--- src/rtl/reg_bulk_xfer.sv ---
// Sequencer for the CHIP-8 FX55/FX65 bulk store/load of V0..Vx at [I], one byte access
// per register over a req/ack memory port, with optional COSMAC-style I advance.
module reg_bulk_xfer #(
    parameter int unsigned ADDR_W      = 12,
    parameter int unsigned I_INCREMENT = 1
) (
    input  logic              clk,
    input  logic              rst,
    input  logic              start,
    input  logic              dir,
    input  logic [3:0]        x,
    input  logic [15:0]       i_rd,
    output logic              busy,
    output logic              done,
    output logic [3:0]        reg_sel,
    input  logic [7:0]        vx_rd,
    output logic              wx,
    output logic [7:0]        nx,
    output logic              i_en,
    output logic [15:0]       i_wr,
    output logic              mem_req,
    output logic              mem_we,
    output logic [ADDR_W-1:0] mem_addr,
    output logic [7:0]        mem_wdata,
    input  logic              mem_ack,
    input  logic [7:0]        mem_rdata
);

    typedef enum logic [1:0] {StIdle, StAccess, StUpdateI, StDone} state_e;

    state_e      state_q, state_d;
    logic [3:0]  k_q, k_d;
    logic [3:0]  x_q, x_d;
    logic        dir_q, dir_d;
    logic [15:0] base_q, base_d;

    always_ff @(posedge clk or negedge rst) begin
        if (!rst) begin
            state_q <= StIdle;
            k_q     <= 4'd0;
            x_q     <= 4'd0;
            dir_q   <= 1'b0;
            base_q  <= 16'd0;
        end else begin
            state_q <= state_d;
            k_q     <= k_d;
            x_q     <= x_d;
            dir_q   <= dir_d;
            base_q  <= base_d;
        end
    end

    always_comb begin
        state_d   = state_q;
        k_d       = k_q;
        x_d       = x_q;
        dir_d     = dir_q;
        base_d    = base_q;
        busy      = 1'b0;
        done      = 1'b0;
        reg_sel   = 4'd0;
        wx        = 1'b0;
        nx        = 8'd0;
        i_en      = 1'b0;
        i_wr      = 16'd0;
        mem_req   = 1'b0;
        mem_we    = 1'b0;
        mem_addr  = '0;
        mem_wdata = 8'd0;
        unique case (state_q)
            StIdle: begin
                if (start) begin
                    dir_d   = dir;
                    x_d     = x;
                    base_d  = i_rd;
                    k_d     = 4'd0;
                    state_d = StAccess;
                end
            end
            StAccess: begin
                busy      = 1'b1;
                mem_req   = 1'b1;
                mem_we    = ~dir_q;
                reg_sel   = k_q;
                mem_addr  = base_q[ADDR_W-1:0] + ADDR_W'(k_q);
                mem_wdata = vx_rd;
                if (mem_ack) begin
                    // Load data lands in the register file on the same edge as the ack.
                    if (dir_q) begin
                        wx = 1'b1;
                        nx = mem_rdata;
                    end
                    if (k_q == x_q) begin
                        state_d = (I_INCREMENT != 0) ? StUpdateI : StDone;
                    end else begin
                        k_d = k_q + 4'd1;
                    end
                end
            end
            StUpdateI: begin
                busy    = 1'b1;
                i_en    = 1'b1;
                i_wr    = base_q + 16'(x_q) + 16'd1;
                state_d = StDone;
            end
            StDone: begin
                busy    = 1'b1;
                done    = 1'b1;
                state_d = StIdle;
            end
            default: state_d = StIdle;
        endcase
    end

endmodule
--- config.mk ---
export PLATFORM = sky130hd
export DESIGN_NAME = reg_bulk_xfer
export DESIGN_NICKNAME = d
export VERILOG_FILES = /design/src/rtl/reg_bulk_xfer.sv
export SDC_FILE = /design/constraint.sdc
export NUM_CORES = 1
export LEC_CHECK = 0
export BUFFER_PORTS_ARGS = -buffer_cell sky130_fd_sc_hd__buf_2
export CORE_UTILIZATION = 33
export CTS_CLUSTER_DIAMETER = 80
export DETAILED_ROUTE_END_ITERATION = 7
export GPL_TIMING_DRIVEN = 0
export PLACE_DENSITY_LB_ADDON = 0.3
export SETUP_SLACK_MARGIN = 0.05
export SYNTH_ARGS = -nofsm -noshare
export SYNTH_HDL_FRONTEND = slang
export SYNTH_SLANG_ARGS = --single-unit
--- constraint.sdc ---
create_clock -name clk -period 2.9 [get_ports clk]
set_input_delay 0.29 -clock clk [delete_from_list [all_inputs] [get_ports clk]]
set_output_delay 0.29 -clock clk [all_outputs]
set_load 0.05 [all_outputs]
==> metrics.cfg <==
[floorplanning]
rows=29
io_pins=95
die_area_um2=6990
initial_utilization=0.344
die_y_um=83.6
die_w_um=83.6
placeableCoreArea_um2=6390

[synthesis]
syn-cell-area_um2=2200
syn_avg_cell_area_um2=9.24
syn_nets=295
synth_warnings=0
ys_top_cells_by_count=29 x and2_1, 27 x dfrtp_1, 21 x mux2_2, 21 x nand2_1, 14 x ha_1
synth_cell_types=38
synth-seq-cells=27
synth_top_area_frac=0.307
synth_area_leader_cell=dfrtp_1
synth_enable_flop_cells=0
yosysMostFrequentCell=and2_1
async_flop_share=1.00
yosysSeqAreaShare=0.307
yosys-top-cells-area=dfrtp_1 31%, mux2_2 11%, and2_1 8.3%
synthFlopType=dfrtp_1
syn_inst=238

[final_layout]
syn_to_final_growth_pct=30.6
fin_nets=396
stdcell_count=415
antenna_cells=0
fin_util=0.450
drive_above_1_share=0.385
fillers=645

[detailed_routing]
avgViaCountPerCell=4.95
wire_per_inst_um=13.6
drc=0
drtPass1Iterations=4
antenna_left=0
drt_iter0_markers=94
finalWirelength_um=5640
vias=2056

[global_routing]
groute.usage.overall=0.165
overflow=0
antenna_found_initial=0
grt_pass1_wl_um=9290
grt_pass1_vias=1995
grt_max_degree=28

[critical_path]
slowest_stage=dfrtp_1
crit_fanout=8
critPathMaxStageDelay_ns=0.41
regToRegStartpoint=state_q[0]
crit_chain=inv_1, ha_1, inv_1, fa_1, a21o_1, a21oi_4, nor3_1, xor2_1, and2_1, clkbuf_4
critPathKind=reg -> out
cp.depth=10
worstRegToRegCells=5
arrival_ns=2.44
reg2reg_to=base_q[13]
crit_family=adder cells
r2r_slack_ns=0.95
cp-start-kind=flip-flop
endpoint_kind=output port
worstPathRequired_ns=2.61
crit_path_frequent_cell=inv_1
worst-path-buf-inv=3

[place]
io_buffers=94
gp_congestion=0.774
dp_hpwl_um=4460
placed_cells=409

[cts]
clk_latency_ns=0.27
cts_max_level=1
clockBufferDepth=2
clk_pin_slew_ns=0.09
cts_buffers=3
cts_tree=built
cts_sinks=27
ctsHoldBuffers=0
clockRootBuffer=clkbuf_8

[status]
status=completed

[timing]
finalSetupViolCount=0
slew_violations=0
relSlewSlack=0.548
worst_pin_slew_ns=0.678
finClkSkew_ns=0.00205
period_needed_ns=2.73
finalSetupTns_ns=0
fmax_mhz=367
hold_viol=0
period_share=0.940
rsz0062_at_grt=yes

[run]
max_cap_violations=0

[hold_path]
hold_path_class=in -> async

[worst reg2reg max path, stage by stage (launching register included)]
cell	delay [ns]
dfrtp_1	0.41
inv_1	0.08
ha_1	0.27
nand2_1	0.13
clkbuf_1	0.54
mux2_2	0.41
[worst max path at each step]
stage	to	startpoint	slack, ns
2_1_floorplan	i_wr[15]	base_q[1]	0.23
3_3_place_gp	mem_addr[10]	k_q[0]	0.28
3_5_place_dp	mem_addr[10]	k_q[0]	0.24
4_1_cts	mem_addr[10]	k_q[0]	0.07
5_1_grt	i_wr[12]	x_q[0]	0.02
6_report	i_wr[12]	x_q[0]	0.17
[cells in the final DEF (no fill, tap or decap), types with 8 or more instances in the layout]
cell,Yosys,final
a21boi_1,7,8
and2_1,29,29
buf_2,1,88
clkbuf_1,8,8
dfrtp_1,27,26
ha_1,14,14
inv_1,12,12
mux2_2,21,21
nand2_1,21,21
o21ai_0,8,8
or3_1,9,9
[sequential cells by signal (all words and copies together) (netlist names)]
register  count
state_q       2
dir_q         1
base_q       16
x_q           4
k_q           4
[area by class of cell]
cell class                      count  area (um^2)  share of cell area
Sequential cell                    27          677               0.236
Inverter                           12         45.0              0.0157
Multi-Input combinational cell    190         1470               0.512
Buffer                              9         35.0              0.0122
Clock buffer                        3         41.3              0.0144
Clock inverter                      1         5.00             0.00174
Timing Repair Buffer               96          503               0.175
Tap cell                           77         96.3              0.0336
[repair_timing]
item                                    CTS  global route
endpoints found under the setup margin    6            18
gates cloned                              0             0
resized for setup                         2            13
setup buffers                             0             2
pin swaps                                 0             1
[through the flow]
step	setup slack, ns	cell area (um^2)	hold WS, ns
finish	0.174	2870	0.0283
CTS	0.0716	2820	0.0427
global placement	0.277	2770	0.344
floorplan	0.228	2200	-0.00559
detailed placement	0.238	2770	0.347
global route	0.0176	2870	0.0652
[metal layers]
metal	track usage	vias to the layer above	routed length, um
met1	0.214	960	2470
met2	0.290	72	2760
li1	-	1022	-
met5	0	-	0
met4	0.0401	0	35
met3	0.0237	2	374
[kinds of logic after synthesis]
group	share of synthesized area
flip-flops	0.307
adder cells (fa/ha/maj)	0.0979
buffers and inverters	0.0364
AND/OR/NAND/NOR	0.229
AO/OA/AOI/OAI	0.133
XOR/XNOR	0.0518
multiplexers	0.145
Power is not shown: default switching activity piles up to over one toggle a cycle in this logic, so the estimate is an artifact.
